[config.mk]
export PLATFORM = sky130hd
export DESIGN_NAME = fan_pwm_gen
export DESIGN_NICKNAME = d
export VERILOG_FILES = /design/src/rtl/fan_pwm_gen.sv
export SDC_FILE = /design/constraint.sdc
export NUM_CORES = 1
export LEC_CHECK = 0
export CORE_AREA = 2 2 107 109
export CTS_CLUSTER_DIAMETER = 150
export CTS_CLUSTER_SIZE = 24
export DETAILED_ROUTE_END_ITERATION = 8
export DIE_AREA = 0 0 109 111
export MAX_ROUTING_LAYER = met4
export PLACE_DENSITY = 0.75
export SYNTH_ARGS = -nofsm -noshare
export SYNTH_HDL_FRONTEND = slang
export SYNTH_SLANG_ARGS = --single-unit
[constraint.sdc]
create_clock -name sys_clk -period 30.7 [get_ports sys_clk]
set_input_delay 9.21 -clock sys_clk [delete_from_list [all_inputs] [get_ports sys_clk]]
set_output_delay 9.21 -clock sys_clk [all_outputs]
set_load 0.02 [all_outputs]
[src/rtl/fan_pwm_gen.sv]
// fan_pwm_gen: slew-limited, period-glitch-free fan PWM driver; define KICKSTART_EN to add a full-duty kick-start burst
module fan_pwm_gen #(
  parameter int CLK_FREQ     = 50_000_000,
  parameter int PWM_FREQ     = 25_000,
  parameter int RAMP_PERIODS = 250,
  parameter int KICK_PERIODS = 12_500
) (
  input  logic       sys_clk,
  input  logic       sys_rst,
  input  logic [6:0] duty_data,
  output logic       pwm_out,
  output logic [6:0] cur_duty,
  output logic       period_start,
  output logic       ramping
);
  localparam int PERIOD = CLK_FREQ / PWM_FREQ;
  localparam int DW = $clog2(PERIOD + 1);
  localparam int TW = $clog2(100 * PERIOD + 1);
  localparam int RW = $clog2(RAMP_PERIODS + 1);

  if (PERIOD < 2 || RAMP_PERIODS < 1 || KICK_PERIODS < 1) begin : g_bad_cfg
    $error("fan_pwm_gen: invalid PERIOD, RAMP_PERIODS or KICK_PERIODS");
  end

`ifdef KICKSTART_EN
  localparam int KW = $clog2(KICK_PERIODS + 1);
  typedef enum logic [1:0] {IDLE, KICK, RUN} state_t;
  logic [KW-1:0] kcnt, kcnt_next;
  logic          kick_done;
`else
  typedef enum logic {IDLE, RUN} state_t;
`endif

  state_t          st, st_next;
  logic [DW-1:0]   cnt, cnt_next, thr, thr_next;
  logic [RW-1:0]   rcnt, rcnt_next;
  logic [TW-1:0]   prod;
  logic [6:0]      tgt, cur_next;
  logic            wrap, last_step, kicking;

  // State register
  always_ff @(posedge sys_clk)
    st <= sys_rst ? IDLE : st_next;

  // Next state, period counter, ramp step and kick sequencing; everything moves only on a period wrap
  always_comb begin
    tgt = duty_data > 7'd100 ? 7'd100 : duty_data;
    wrap = cnt == DW'(PERIOD - 1);
    cnt_next = wrap ? '0 : cnt + 1'b1;
    last_step = rcnt == RW'(RAMP_PERIODS - 1);
    st_next = st;
    cur_next = cur_duty;
    rcnt_next = cur_duty == tgt ? '0 : rcnt;
`ifdef KICKSTART_EN
    kick_done = kcnt == KW'(KICK_PERIODS - 1);
    kcnt_next = kcnt;
`endif
    if (wrap && cur_duty != tgt) begin
      rcnt_next = last_step ? '0 : rcnt + 1'b1;
      cur_next = !last_step ? cur_duty : cur_duty < tgt ? cur_duty + 7'd1 : cur_duty - 7'd1;
    end
    if (wrap)
      case (st)
`ifdef KICKSTART_EN
        IDLE: if (tgt != 7'd0) begin
          st_next = KICK;
          cur_next = 7'd100;
          rcnt_next = '0;
          kcnt_next = '0;
        end
        KICK: begin
          st_next = kick_done ? RUN : KICK;
          cur_next = kick_done ? tgt : 7'd100;
          rcnt_next = '0;
          kcnt_next = kcnt + 1'b1;
        end
`else
        IDLE: st_next = tgt == 7'd0 ? IDLE : RUN;
`endif
        default: st_next = cur_next == 7'd0 && tgt == 7'd0 ? IDLE : RUN;
      endcase
  end

`ifdef KICKSTART_EN
  assign kicking = st_next == KICK;
`else
  assign kicking = 1'b0;
`endif

  assign prod = TW'(cur_next) * TW'(PERIOD);
  assign thr_next = wrap ? DW'(prod / TW'(100)) : thr;

  // Datapath registers; output compare is registered so pwm_out tracks cnt with no decode glitches
  always_ff @(posedge sys_clk)
    if (sys_rst) begin
      cnt <= '0;
      thr <= '0;
      rcnt <= '0;
      cur_duty <= '0;
      pwm_out <= 1'b0;
      period_start <= 1'b0;
      ramping <= 1'b0;
`ifdef KICKSTART_EN
      kcnt <= '0;
`endif
    end else begin
      cnt <= cnt_next;
      thr <= thr_next;
      rcnt <= rcnt_next;
      cur_duty <= cur_next;
      pwm_out <= cnt_next < thr_next;
      period_start <= wrap;
      ramping <= cur_next != tgt || kicking;
`ifdef KICKSTART_EN
      kcnt <= kcnt_next;
`endif
    end
endmodule

==> results.md, run 1 <==
Clocking:
- The clock drives 40 sinks.
- The number of setup buffers added after CTS is 0.
- The number of gates resized after cts is 0.
- The master cell of the clock root buffer is sky130_fd_sc_hd__clkbuf_16.
- The CTS tree is built.
- The number of H-tree levels is 2.
- The clock reaches the later pin of the worst-skew pair after 290 ps.
- The clock-pin slew on the worst setup and hold paths is 60 ps.
- The worst-case clock buffer depth is 2.
- The number of buffers added by the clock tree synthesis step is 5.
- For this design, the CTS-stage hold fixing added 0 buffers.

Finish:
- The area used by sequential logic in the layout is 801 um2.
- From synthesis to final layout, the design area changed by 7.24%.
- Of the cells placed in the final design, the portion with a size suffix greater than 1 is 0.0955.
- The number of antenna diodes in the final layout is 0.
- Once layout is done, the placed cells without fillers occupy 6710 um2.
- The multi-input combinational cells in the finished layout cover a total of 5150 um2.
- The final layout contains 895 nets.
- After filler insertion, the fill cell instance count of the layout stands at 1,007.
- Once layout is complete, the utilization of the core stands at 0.605.

Yosys:
- Of the total synthesized cell area, the portion taken by full adders, half adders and majority gates is 0.186.
- Of the total synthesized cell area, the portion taken by AND, OR, NAND and NOR gates is 0.241.
- The fraction of post-synthesis cell area in the top cell type by area is 0.128.
- The xor and xnor fraction of the mapped netlist area is 0.0600.
- The cell area after synthesis is 6250 um2.
- Of the synthesized area, sequential elements account for 0.128.
- Counting every instance in the synthesized netlist gives 802.
- The yosys synthesis warning count is 0.
- The largest family of logic cells by synthesized area is compound AO/OA/AOI/OAI gates.
- The most frequent cell after synthesis is sky130_fd_sc_hd__nor2_1.
- The compound-cell area share of the yosys netlist was 0.311.
- Yosys mapped the design onto 99 distinct sky130hd cell types.
- The post-synthesis async set-or-reset flop share is 0.
- The count of flip-flops with a built-in enable after synthesis is 0.
- The number of synthesized register bits is 40.
- The number of nets produced by synthesis is 892.
- By count the netlist is led by sky130_fd_sc_hd__nor2_1, sky130_fd_sc_hd__ha_1, sky130_fd_sc_hd__a21oi_1.
- In the post-synthesis netlist, the biggest area contributors are sky130_fd_sc_hd__dfxtp_1, sky130_fd_sc_hd__ha_1, sky130_fd_sc_hd__fa_1.
- The post-synthesis mux area share is 0.0230.
- Of all cell types, the one taking the most synthesized area is sky130_fd_sc_hd__dfxtp_1.
- The dominant register cell in the synthesized netlist is sky130_fd_sc_hd__dfxtp_1.
- The post-synthesis area per instance is 7.80 um2.

Power and ir drop:
- IR analysis of the VDD net gives a maximum drop of 28.2 uV.
- Of the total power, the clock network draws 0.506.
- The reported leakage power is 2.96 nW.
- The cell-internal power is 0.0000969 W.
- The switching fraction of total power is 0.211.
- The relative contribution of sequential cells to total power is 0.431.
- The combinational power share is 0.063.
- For this design the ratio of total power to cell area is 18.3 nW/um2.
- The analysis attributes to net switching a power of 0.0000259 W.

Setup path:
- The number of cells on the worst reg-to-reg path is 62.
- The slowest stage of the critical path belongs to the cell sky130_fd_sc_hd__xnor2_1.
- The largest incremental delay on the critical path is 730 ps.
- Data on the critical path arrives at its endpoint at 24,940 ps.
- The required time of the worst setup path is 30,920 ps.
- The category of the critical setup timing path is input pin to flop.
- The largest fanout on the critical path is 12.
- The worst setup path is launched from an input pin.
- The nature of the critical path endpoint is a flop.
- The most prevalent standard cell on the critical path is sky130_fd_sc_hd__a21oi_1.

GRT:
- The maximum number of pins on one net before global-route repair is 41.
- The first global-routing pass estimated 26.5 mm of wire.
- The number of antenna violations at the first check in global routing was 0.
- The aggregate global-route resource usage is 0.268.
- The aggregate global routing overflow is 0.
- The via count of the first global-routing pass is 5,888.

STA:
- The final number of max-transition violations is 0.
- In the post-route analysis, the smallest setup slack over all paths is 5980 ps.
- The final-report setup violation count is 0.
- The worst pin sits at a relative slew slack of 0.384.
- Setup repair after global routing left no endpoint under its margin.
- The transition time at the pin with the least slew margin is 922 ps.
- For the finished layout, the period the worst path requires is 24,720 ps.
- The total count of hold-check failures in the final report is 0.
- The final-layout setup total negative slack is 0 ps.
- The post-route clock skew is 6.59 ps.
- The portion of the clock cycle consumed by the worst path in the final layout is 0.805.
- The maximum achievable frequency is 0.0405 GHz.

Die:
- The number of top-level design ports is 19.
- After floorplanning, the core was sized to cover 11,100 um2.
- The die outline width is 109 um.
- The floorplan has 39 rows.
- From bottom edge to top edge, the die measures 111 um.
- The die covers 12,100 um2.
- The starting density of the core is 0.565.

Placed design:
- The instance area at placement is 6530 um2.
- The final weighted congestion of routability-driven global placement is 0.937.
- The detailed placer's ending HPWL is 12.4 mm.
- The count of buffers added on input and output ports is 18.
- The post-placement setup slack is 5900 ps.

Flow run:
- The number of max-capacitance violations reported is 0.

Drt:
- The routed layout has 6,070 vias.
- The post-detailed-route DRC marker count is 0.
- The first detailed-routing pass took 5 iterations.
- Summed over all layers, the routed wires come to 15.6 mm.
- The per-cell via count in the routed design is 6.40.
- For this block, the initial DRC count from the detailed router was 430.
- The wire length per cell after detailed routing is 16.5 um.
- The count of nets left with antenna violations once routing finished came out at 0.

Worst hold path:
- Counting instances, the worst hold path has a depth of 2.
- The min-delay analysis places its worst path in the category flop to flop.

Status:
- The flow ran to the end, and the final reports show no timing, DRC or antenna violations.
[layer usage]
layer | routed length, um | track usage
met3 | 496 | 0.0165
met1 | 6810 | 0.319
met4 | 382 | 0.0803
met5 | 0 | -
met2 | 7960 | 0.480
[cells in the final DEF (no fill, tap or decap), types with 10 or more instances in the layout]
master,n
sky130_fd_sc_hd__dfxtp_1,40
sky130_fd_sc_hd__o21a_1,10
sky130_fd_sc_hd__a31oi_1,11
sky130_fd_sc_hd__xor2_1,13
sky130_fd_sc_hd__nor2b_1,13
sky130_fd_sc_hd__nand2_1,48
sky130_fd_sc_hd__ha_1,62
sky130_fd_sc_hd__fa_1,19
sky130_fd_sc_hd__and2_1,11
sky130_fd_sc_hd__o21ai_1,10
sky130_fd_sc_hd__or3_1,10
sky130_fd_sc_hd__inv_1,50
sky130_fd_sc_hd__o211ai_1,13
sky130_fd_sc_hd__nor3_1,26
sky130_fd_sc_hd__o21ai_0,36
sky130_fd_sc_hd__nor2_1,88
sky130_fd_sc_hd__a21oi_1,55
sky130_fd_sc_hd__clkdlybuf4s50_1,18
sky130_fd_sc_hd__a21o_1,15
sky130_fd_sc_hd__nand3_1,33
sky130_fd_sc_hd__xnor2_1,23
[logic make-up after synthesis]
kind of cell    Yosys count
buf+inv                  77
flops                    40
compound gates          257
mux                      12
fa+ha+maj                82
xor+xnor                 39
simple gates            295
[power by group through the flow]
stage / clock network (W) / registers, W / logic (W)
floorplan: 0 / 0.0000543 / 0.00000444
global placement: 0 / 0.0000540 / 0.00000731
detailed placement: 0 / 0.0000541 / 0.00000766
CTS: 0.0000633 / 0.0000529 / 0.00000771
global route: 0.0000651 / 0.0000530 / 0.00000863
finish: 0.0000622 / 0.0000529 / 0.00000770
[sequential cells by signal (all words and copies together) (netlist names)]
| signal | flops |
|---|---|
| cur_duty | 7 |
| pwm_out | 1 |
| rcnt | 8 |
| cnt | 11 |
| period_start | 1 |
| thr | 11 |
| ramping | 1 |
[final timing paths]
check | startpoint | end | slack (ps)
max reg2reg | cur_duty[0]$_SDFF_PP0_ | pwm_out$_SDFF_PP0_ | 15350
max | duty_data[5] | pwm_out$_SDFF_PP0_ | 5980
min | thr[6]$_SDFF_PP0_ | thr[6]$_SDFF_PP0_ | 490
min reg2reg | thr[6]$_SDFF_PP0_ | thr[6]$_SDFF_PP0_ | 490
[final cells by class]
class | count | share of cell area
Clock buffer | 6 | 0.0207
Clock inverter | 2 | 0.00578
Inverter | 51 | 0.0285
Multi-Input combinational cell | 685 | 0.768
Sequential cell | 40 | 0.119
Tap cell | 143 | 0.0267
Timing Repair Buffer | 22 | 0.0313
[stage by stage]
stage | power [W] | instances | hold slack [ps]
after detailed placement | 0.0000618 | 941 | 480
after CTS | 0.000124 | 949 | 495
after floorplan | 0.0000588 | 802 | 450
after global routing | 0.000127 | 949 | 528
final | 0.000123 | 949 | 486
after global placement | 0.0000614 | 941 | 469
[worst max-delay path: cells and delay by family]
family                   cells  cell delay [ps]
AND/OR/NAND/NOR             14             2760
AO/OA/AOI/OAI               30             6600
XOR/XNOR                     2              890
buffers and inverters        7             1320
adder cells (fa/ha/maj)      9             3310
multiplexers                 2              840
Power figures use the tool's default switching activity.
==> inputs of run 2 (changes only) <==
--- a/config.mk
+++ b/config.mk
@@ -11,7 +11,7 @@
 export DETAILED_ROUTE_END_ITERATION = 8
 export DIE_AREA = 0 0 109 111
 export MAX_ROUTING_LAYER = met4
-export PLACE_DENSITY = 0.75
+export PLACE_DENSITY = 0.78
 export SYNTH_ARGS = -nofsm -noshare
 export SYNTH_HDL_FRONTEND = slang
 export SYNTH_SLANG_ARGS = --single-unit
==> constraint.sdc (replaced) <==
create_clock -name sys_clk -period 20 [get_ports sys_clk]
set_input_delay 6 -clock sys_clk [delete_from_list [all_inputs] [get_ports sys_clk]]
set_output_delay 6 -clock sys_clk [all_outputs]
set_load 0.02 [all_outputs]
==> results.md, run 2 (same netlist as run 1, synthesis figures left out) <==
Finish:
- Leaving out fill and tap cells, the most frequent cells in the layout are sky130_fd_sc_hd__nor2_1, sky130_fd_sc_hd__ha_1, sky130_fd_sc_hd__a21oi_1, sky130_fd_sc_hd__buf_4, sky130_fd_sc_hd__nand2_1.
- The area used by sequential logic in the layout came to 801 um2 (unchanged).
- The final instance count without filler cells is 995 (+4.8%).
- The number of nets in the finished design is 942 (+5.3%).
- Leaving out fill and tap cells, the most frequent cell in the layout is sky130_fd_sc_hd__nor2_1.
- The ratio of cells with drive above 1 in the final layout is 0.209 (+0.113).
- The multi-input combinational cell area is 5520 um2 (+7.2%).
- The core occupancy in the finished layout is 0.666 (+0.0602).
- The fill cell total of the finished layout is 923 (-8.3%).
- The number of diodes is 0 (unchanged).
- The largest registers in the layout are cnt: 11 flops, thr: 11 flops, rcnt: 8 flops.
- The synthesis-to-finish area growth is 17.9%.

Setup path:
- The required time of the worst setup path is 20,220 ps (-10,700 ps).
- In this run the critical register-to-register path is launched from cur_duty[4]$_SDFF_PP0_.
- The data arrival at the endpoint of the critical path is 19,700 ps (-5240 ps).
- The minimum setup slack among reg-to-reg paths is 6630 ps (-8720 ps).
- The worst-case reg-to-reg path depth came to 61 (-1.6%).
- STA classifies the critical path startpoint as an input pin.
- The largest fanout on the critical path is 8 (-4).
- The worst setup path is of the input pin to flop kind.
- The endpoint of the worst-slack reg-to-reg timing path is pwm_out$_SDFF_PP0_.
- The nature of the critical path endpoint is a flop.
- The largest incremental delay on the critical path is 630 ps (-100 ps).
- The most prevalent standard cell on the critical path is sky130_fd_sc_hd__a21o_1.
- On the critical path, the stage with the largest delay is an instance of sky130_fd_sc_hd__o41ai_4.

Clocking:
- The CTS tree is built.
- The clock-pin slew on the worst setup and hold paths was 60 ps (about the same).
- The clock latency on the worst-skew pair is 290 ps (about the same).
- The number of H-tree levels is 2 (unchanged).
- The worst-case clock buffer depth was 2 (unchanged).
- The master cell of the clock root buffer is sky130_fd_sc_hd__clkbuf_16.
- The clock sink count came to 40 (unchanged).
- The number of buffers added by the clock tree synthesis step came to 5 (unchanged).

Die:
- The area of the placeable core came to 11,100 um2 (unchanged).
- The number of top-level design ports is 19 (unchanged).
- The vertical die dimension is 111 um (unchanged).
- The die outline width was 109 um (unchanged).
- The starting density of the core was 0.565 (unchanged).
- The die outline area is 12,100 um2 (unchanged).
- The site row count came to 39 (unchanged).

Drt:
- The per-cell via count in the routed design is 6.39 (-0.13%).
- The post-route antenna net violation count is 0 (unchanged).
- The met3 wire length came to 585 um (+18%).
- The count of vias placed by the detailed router was 6,356 (+4.7%).
- The wire length per cell after detailed routing came to 17.2 um (+4.5%).
- The top routing layer in use is met4.
- The wire length on met2 was 8.74 mm (+9.7%).
- The post-detailed-route DRC marker count is 0 (unchanged).
- The initial DRC count is 493 (+15%).
- The met1 layer wirelength in the final routing came to 7.31 mm (+7.4%).
- The total wire length came to 17.2 mm (+9.6%).
- The detailed-router iteration count before antenna repair is 5 (unchanged).

Status:
- The run finished with clean final reports.

STA:
- The relative max-transition margin is 0.457 (+0.0736).
- The final-report setup violation count is 0 (unchanged).
- The worst hold slack after final layout came to 489 ps (+2.84 ps).
- The transition time at the pin with the least slew margin is 809 ps (-113 ps).
- The post-route clock skew was 6.10 ps (-0.493 ps).
- The portion of the clock cycle consumed by the worst path in the final layout is 0.974.
- Derived from the worst setup path, the maximum achievable clock frequency is 0.0513 GHz.
- The final number of max-transition violations was 0 (unchanged).
- Subtracting the final worst setup slack from the clock period gives 19,480 ps.
- The minimum setup slack in the final design is 524 ps (-5460 ps).
- The total count of hold-check failures in the final report is 0 (unchanged).

Power and ir drop:
- The power per cell area was 23.3 nW/um2 (+27%).
- The power consumption is 0.000172 W (+40%).
- The reported leakage power came to 3.17 nW (+7.2%).
- The largest voltage drop on the vdd net is 56.7 uV (+100%).

Worst hold path:
- The class of the worst hold path is flop to flop.
- The capture endpoint of the worst hold path is thr[4]$_SDFF_PP0_.
- The worst min-delay path startpoint is thr[4]$_SDFF_PP0_.
- The hold path depth is 2 (unchanged).

GRT:
- The aggregate global-route resource usage came to 0.280 (+0.0116).
- The wire length of the first global-routing pass is 27.6 mm (+4.0%).
- The aggregate global routing overflow was 0 (unchanged).
- The maximum number of pins on one net before global-route repair is 41 (unchanged).
- The via count of the first global-routing pass is 6,110 (+3.8%).
- The number of antenna violations at the first check in global routing came to 0 (unchanged).

Placed design:
- The detailed placer's ending HPWL is 12.8 mm (+3.7%).
- The final weighted congestion of routability-driven global placement is 0.978 (+4.4%).
- The post-placement setup slack is -148 ps (-6050 ps).
- The number of placed instances, taps included is 972 (+3.3%).
- The total of buffers placed on input and output ports came to 18 (unchanged).

Flow run:
- The number of max-capacitance violations reported was 0 (unchanged).
run 2: layout make-up:
| cell class | instances | share of cell area |
|---|---|---|
| Clock buffer | 5 | 0.0170 |
| Multi-Input combinational cell | 687 | 0.748 |
| Timing Repair Buffer | 67 | 0.0743 |
| Sequential cell | 40 | 0.109 |
| Tap cell | 143 | 0.0243 |
| Inverter | 51 | 0.0260 |
| Clock inverter | 2 | 0.00170 |
run 2: critical path: cells and delay by family:
kind,cells,cell delay (ps)
multiplexers,2,650
XOR/XNOR,1,170
adder cells (fa/ha/maj),9,3130
AO/OA/AOI/OAI,32,6950
buffers and inverters,7,980
AND/OR/NAND/NOR,13,1760
run 2: through the flow:
stage                     setup TNS [ps]  cell area [um2]
after floorplan                        0             6250
after global placement                 0             6760
after detailed placement            -148             6760
after CTS                              0             6900
after global routing                -156             7370
final                                  0             7370
run 2: where the power goes:
| part | leakage (nW) | total [W] | switching, W | internal (W) |
|---|---|---|---|---|
| Sequential | 0.323 | 0.0000813 | 0.000000710 | 0.0000806 |
| Combinational | 2.78 | 0.0000120 | 0.00000621 | 0.00000576 |
| Clock | 0.0657 | 0.0000784 | 0.0000331 | 0.0000453 |
run 2: worst max path at each step:
stage | start | endpoint
floorplan | duty_data[0] | pwm_out$_SDFF_PP0_
global placement | duty_data[5] | pwm_out$_SDFF_PP0_
detailed placement | duty_data[5] | pwm_out$_SDFF_PP0_
CTS | duty_data[5] | pwm_out$_SDFF_PP0_
global route | duty_data[5] | pwm_out$_SDFF_PP0_
finish | duty_data[5] | pwm_out$_SDFF_PP0_
run 2: metal layers:
metal	up-vias	GRT usage
li1	3080	-
met1	3010	0.336
met2	213	0.489
met3	53	0.0229
met4	0	0.0915
met5	-	-
run 2: what timing repair did:
item / in CTS / in global routing
endpoints found under the setup margin: 0 / 3
setup buffers: 0 / 14
hold buffers: 0 / 0
resized for setup: 0 / 71
==> inputs of run 3 (changes only) <==
--- a/config.mk
+++ b/config.mk
@@ -10,8 +10,9 @@
 export CTS_CLUSTER_SIZE = 24
 export DETAILED_ROUTE_END_ITERATION = 8
 export DIE_AREA = 0 0 109 111
+export HOLD_SLACK_MARGIN = 0.08
 export MAX_ROUTING_LAYER = met4
-export PLACE_DENSITY = 0.78
+export PLACE_DENSITY = 0.75
 export SYNTH_ARGS = -nofsm -noshare
 export SYNTH_HDL_FRONTEND = slang
 export SYNTH_SLANG_ARGS = --single-unit
==> constraint.sdc (replaced) <==
create_clock -name sys_clk -period 22.8 [get_ports sys_clk]
set_input_delay 6.84 -clock sys_clk [delete_from_list [all_inputs] [get_ports sys_clk]]
set_output_delay 6.84 -clock sys_clk [all_outputs]
set_load 0.02 [all_outputs]
==> results.md, run 3 (same netlist as run 1, synthesis figures left out) <==
Status:
- The flow ran to the end, and the final reports show no timing, DRC or antenna violations.

Die:
- The vertical die dimension is 111 um (unchanged).
- The number of top-level design ports is 19 (unchanged).
- The die outline width was 109 um (unchanged).
- The starting density of the core came to 0.565 (unchanged).
- The area of the placeable core is 11,100 um2 (unchanged).
- The die outline area was 12,100 um2 (unchanged).
- The site row count is 39 (unchanged).

STA:
- The relative max-transition margin is 0.378 (-0.0787).
- The final-layout setup total negative slack is 0 ps (unchanged).
- The maximum achievable frequency is 0.0462 GHz.
- The post-route clock skew came to 2.68 ps (-3.42 ps).
- The final-report setup violation count is 0 (unchanged).
- Of the available clock period, the critical path in the final layout requires 0.949.
- Subtracting the final worst setup slack from the clock period gives 21,630 ps.
- The transition time at the pin with the least slew margin is 929 ps (+121 ps).
- Setup repair after global routing left no endpoint under its margin.
- The worst hold slack after final layout is 485 ps (-4.06 ps).
- The total count of hold-check failures in the final report came to 0 (unchanged).
- The final number of max-transition violations was 0 (unchanged).

Clocking:
- The master cell of the clock root buffer is sky130_fd_sc_hd__clkbuf_16.
- The CTS tree is built.
- The clock latency on the worst-skew pair is 280 ps (about the same).
- The worst-case clock buffer depth was 2 (unchanged).
- The number of buffers added by the clock tree synthesis step came to 5 (unchanged).
- The number of H-tree levels is 2 (unchanged).
- The clock-pin slew on the worst setup and hold paths is 60 ps (about the same).
- The clock sink count came to 40 (unchanged).

Flow run:
- The number of max-capacitance violations reported is 0 (unchanged).

Setup path:
- The worst setup path is of the input pin to flop kind.
- The largest fanout on the critical path is 10 (+2).
- The kind of launch point of the worst setup path is an input pin.
- For this design, the slowest cell found on the critical path is sky130_fd_sc_hd__fa_1.
- The data arrival at the endpoint of the critical path is 21,850 ps (+2150 ps).
- The nature of the critical path endpoint is a flop.
- The required time of the worst setup path is 23,020 ps (+2800 ps).
- The largest incremental delay on the critical path is 580 ps (-50 ps).

Finish:
- In the layout the commonest cells are sky130_fd_sc_hd__nor2_1, sky130_fd_sc_hd__ha_1, sky130_fd_sc_hd__a21oi_1.
- The ratio of cells with drive above 1 in the final layout is 0.100 (-0.109).
- The largest registers in the layout are cnt: 11 flops, thr: 11 flops, rcnt: 8 flops.
- From synthesis to final layout, the design area changed by 7.76%.
- The number of diodes is 0 (unchanged).
- Leaving out fill and tap cells, the most frequent cell in the layout is sky130_fd_sc_hd__nor2_1.
- The number of nets in the finished design is 897 (-4.8%).

Power and ir drop:
- The power spent charging and discharging nets is 0.0000350 W (-12%).
- The part of the power in the clock network is 0.508 (+0.051).
- The largest voltage drop on the vdd net is 31.7 uV (-44%).
- The reported leakage power is 2.98 nW (-6.1%).
- The combinational power share came to 0.062 (-0.008).
- The relative contribution of sequential cells to total power came to 0.431 (-0.043).
- The power per cell area is 24.5 nW/um2 (+5.4%).
- The switching fraction of total power came to 0.212 (-0.0214).
- The cell-internal power is 0.000130 W (-0.94%).

Drt:
- The post-route antenna net violation count is 0 (unchanged).
- The count of vias placed by the detailed router is 6,147 (-3.3%).
- The initial DRC count was 418 (-15%).
- The total wire length is 15.8 mm (-8.2%).
- The post-detailed-route DRC marker count came to 0 (unchanged).
- The wire length per cell after detailed routing is 16.6 um (-3.9%).
- The per-cell via count in the routed design is 6.46 (+1.2%).
- The detailed-router iteration count before antenna repair is 5 (unchanged).

GRT:
- The maximum number of pins on one net before global-route repair is 41 (unchanged).
- The via count of the first global-routing pass is 5,834 (-4.5%).
- The number of antenna violations at the first check in global routing is 0 (unchanged).
- The aggregate global-route resource usage is 0.272 (-0.00830).
- The wire length of the first global-routing pass came to 26.8 mm (-2.8%).
- The aggregate global routing overflow was 0 (unchanged).

Placed design:
- The detailed placer's ending HPWL is 12.3 mm (-3.9%).
- The final weighted congestion of routability-driven global placement is 0.928 (-5.2%).
- The total of buffers placed on input and output ports is 18 (unchanged).

Worst hold path:
- The min-delay analysis places its worst path in the category flop to flop.
run 3: layout make-up:
cell class	instances	area, um2
Clock buffer	6	139
Inverter	51	191
Fill cell	1031	4340
Multi-Input combinational cell	685	5160
Timing Repair Buffer	24	225
Tap cell	143	179
Sequential cell	40	801
Clock inverter	2	38.8
run 3: timing repair:
item	CTS	global route
endpoints found under the setup margin	0	2
buffers inserted	0	0
hold buffers	0	0
gates resized for setup	0	3
run 3: per-stage QoR:
stage          worst slack (ps)  utilization  area (um2)  total power [W]  std cells
2_1_floorplan              3000            -        6250        0.0000792        802
3_3_place_gp               1150        0.591        6540        0.0000826        943
3_5_place_dp                742        0.591        6540        0.0000830        943
4_1_cts                     982        0.607        6720         0.000167        951
5_1_grt                    61.7        0.608        6740         0.000172        951
6_report                   1170        0.608        6740         0.000165        951
run 3: worst paths after layout:
kind,from,end,slack (ps),cells past startpoint
worst max-delay path,duty_data[5],pwm_out$_SDFF_PP0_,1170,64
worst min-delay path,thr[7]$_SDFF_PP0_,thr[7]$_SDFF_PP0_,480,2
worst max register to register,cur_duty[4]$_SDFF_PP0_,pwm_out$_SDFF_PP0_,8100,61
worst min register to register,thr[7]$_SDFF_PP0_,thr[7]$_SDFF_PP0_,480,2
run 3: worst max-delay path, delay by kind of cell:
kind                       cells  cell delay, ps
AOI/OAI and AO/OA             32            7170
adders and majority gates      9            3260
and+or+nand+nor               13            2410
buffers and inverters          7            1250
muxes                          2             660
xor gates and xnor gates       1             190
run 3: power by group through the flow:
| stage | registers, W | logic (W) | clock network [W] |
|---|---|---|---|
| 6_report | 0.0000712 | 0.0000102 | 0.0000840 |
| 5_1_grt | 0.0000713 | 0.0000114 | 0.0000891 |
| 4_1_cts | 0.0000712 | 0.0000102 | 0.0000857 |
| 3_5_place_dp | 0.0000728 | 0.0000101 | 0 |
| 3_3_place_gp | 0.0000728 | 0.00000986 | 0 |
| 2_1_floorplan | 0.0000732 | 0.00000597 | 0 |
run 3: per-layer routing:
| metal | global-route usage | part of all wire |
|---|---|---|
| met4 | 0.0701 | 0.017 |
| met3 | 0.0188 | 0.035 |
| met5 | - | 0 |
| met2 | 0.476 | 0.51 |
| met1 | 0.335 | 0.43 |
==> RTL edit, RTL diff (config.mk and constraints of run 1) <==
Set the parameter `CLK_FREQ` to 25_000_000 (it was 50_000_000).
--- a/src/rtl/fan_pwm_gen.sv
+++ b/src/rtl/fan_pwm_gen.sv
@@ -1,5 +1,5 @@
 // fan_pwm_gen: slew-limited, period-glitch-free fan PWM driver; define KICKSTART_EN to add a full-duty kick-start burst
 module fan_pwm_gen #(
-  parameter int CLK_FREQ     = 50_000_000,
+  parameter int CLK_FREQ     = 25_000_000,
   parameter int PWM_FREQ     = 25_000,
   parameter int RAMP_PERIODS = 250,
Function: no difference found for any inputs over 10 cycles, from zero or initial values and one cycle with sys_rst high; that may be too few to reach the edited logic, so the function may still have changed.
==> RTL edit against run 1 <==
Sequential cell count shrank 2. Final area shrank 3.8%. Sequential power shrank 4.5%. Area after synthesis shrank 3.1%. Wire length shrank 3.1%. Power shrank 12%. Critical path depth shrank 9. Setup slack gained 1.4 ns. Critical path type unchanged. Largest cell class unchanged.
==> RTL edit: results (changes against run 1) <==
| Metric | Value |
|---|---|
| Max IR drop VDD | `0.0383 mV (was 0.0282 mV)` |
| Static leakage power | `0.00282 µW (was 0.00296 µW)` |
| Total via count after detailed routing | `5,864 (was 6,070)` |
| Final RePlAce weighted congestion | `0.939 (was 0.937)` |
| Final net count | `868 (was 895)` |
| Actual slew at the worst max-slew pin | `0.950 ns (was 0.922 ns)` |
| Detailed-placement wirelength estimate | `11.9 mm (was 12.4 mm)` |
| Post-Route WL | `15.2 mm (was 15.6 mm)` |
| Met1 capacity usage during global routing | `0.333 (was 0.319)` |
| Share of synthesized cell area in full adder, half adder and majority cells | `0.194 (was 0.186)` |
| Psw | `22.8 µW (was 25.9 µW)` |
| Share of the synthesized netlist area taken by xor and xnor gates | `0.0535 (was 0.0600)` |
| Library cells used by synthesis | `102 (was 99)` |
| Outcome | `finished, final reports clean (unchanged)` |
| Power Total | `108 µW (was 123 µW)` |
| Met3 Track Usage GR | `0.0223 (was 0.0165)` |
| Nets in the synthesized netlist | `864 (was 892)` |
| Post-Synthesis Cells | `775 (was 802)` |
| Placed Instances | `915 (was 941)` |
| Most instantiated cells after synthesis | `70 x sky130_fd_sc_hd__nor2_1, 61 x sky130_fd_sc_hd__ha_1, 56 x sky130_fd_sc_hd__a21oi_1 (was 88 x sky130_fd_sc_hd__nor2_1, 62 x sky130_fd_sc_hd__ha_1, 55 x sky130_fd_sc_hd__a21oi_1)` |
| Maximum number of pins on one net before global-route repair | `39 (was 41)` |
| Fraction of power consumed by sequential logic | `0.466 (was 0.431)` |
| Fraction of synthesized area in multiplexers | `0.0153 (was 0.0230)` |
| Synth top area cells | `sky130_fd_sc_hd__ha_1 13%, sky130_fd_sc_hd__dfxtp_1 13%, sky130_fd_sc_hd__fa_1 6.3%, sky130_fd_sc_hd__a21oi_1 4.6%, sky130_fd_sc_hd__nor2_1 4.3% (was sky130_fd_sc_hd__dfxtp_1 13%, sky130_fd_sc_hd__ha_1 12%, sky130_fd_sc_hd__fa_1 6.1%, sky130_fd_sc_hd__nor2_1 5.3%, sky130_fd_sc_hd__a21oi_1 4.4%)` |
| Arrival time at the worst endpoint | `23.55 ns (was 24.94 ns)` |
| Met3 wire length | `514 µm (was 496 µm)` |
| Met2 usage in global routing | `0.446 (was 0.480)` |
| Post-Route M1 WL | `6.84 mm (was 6.81 mm)` |
| Area fraction in compound gates after synthesis | `0.328 (was 0.311)` |
| Filler Cell Count | `1,004 (was 1,007)` |
| Power consumed by combinational cells | `8.37 µW (was 7.70 µW)` |
| Number of global-route vias before repair | `5,684 (was 5,888)` |
| Drt first-iter violations | `352 (was 430)` |
| GRT Overall Usage | `0.263 (was 0.268)` |
| Post-placement setup slack | `7.25 ns (was 5.90 ns)` |
-- RTL edit: cell types whose count changed after synthesis, sizes merged, moves of 5 or more --
cell,run 1,this run
o21ai,49,40
nand3,33,27
a31oi,12,7
a21o,15,22
nor2,92,71
-- RTL edit: cell type report --
| class | count | share of cell area |
|---|---|---|
| well taps | 143 | 0.0277 |
| multi-input cells | 662 | 0.771 |
| flip-flops and latches | 38 | 0.118 |
| repair buffers | 23 | 0.0337 |
| inverters | 49 | 0.0285 |
| clock buffers | 6 | 0.0215 |
-- RTL edit: final timing paths --
path           startpoint       to  slack, ns  cells past startpoint
min               rcnt[7]  rcnt[7]       0.49                      2
max reg2reg   cur_duty[4]  pwm_out      16.67                     52
min reg2reg       rcnt[7]  rcnt[7]       0.49                      2
max          duty_data[5]  pwm_out       7.37                     55
-- RTL edit: metrics by stage --
step	utilization	hold WS, ns
detailed placement	0.570	0.482
global route	0.582	0.503
global placement	0.570	0.463
CTS	0.582	0.489
floorplan	-	0.450
finish	0.582	0.488
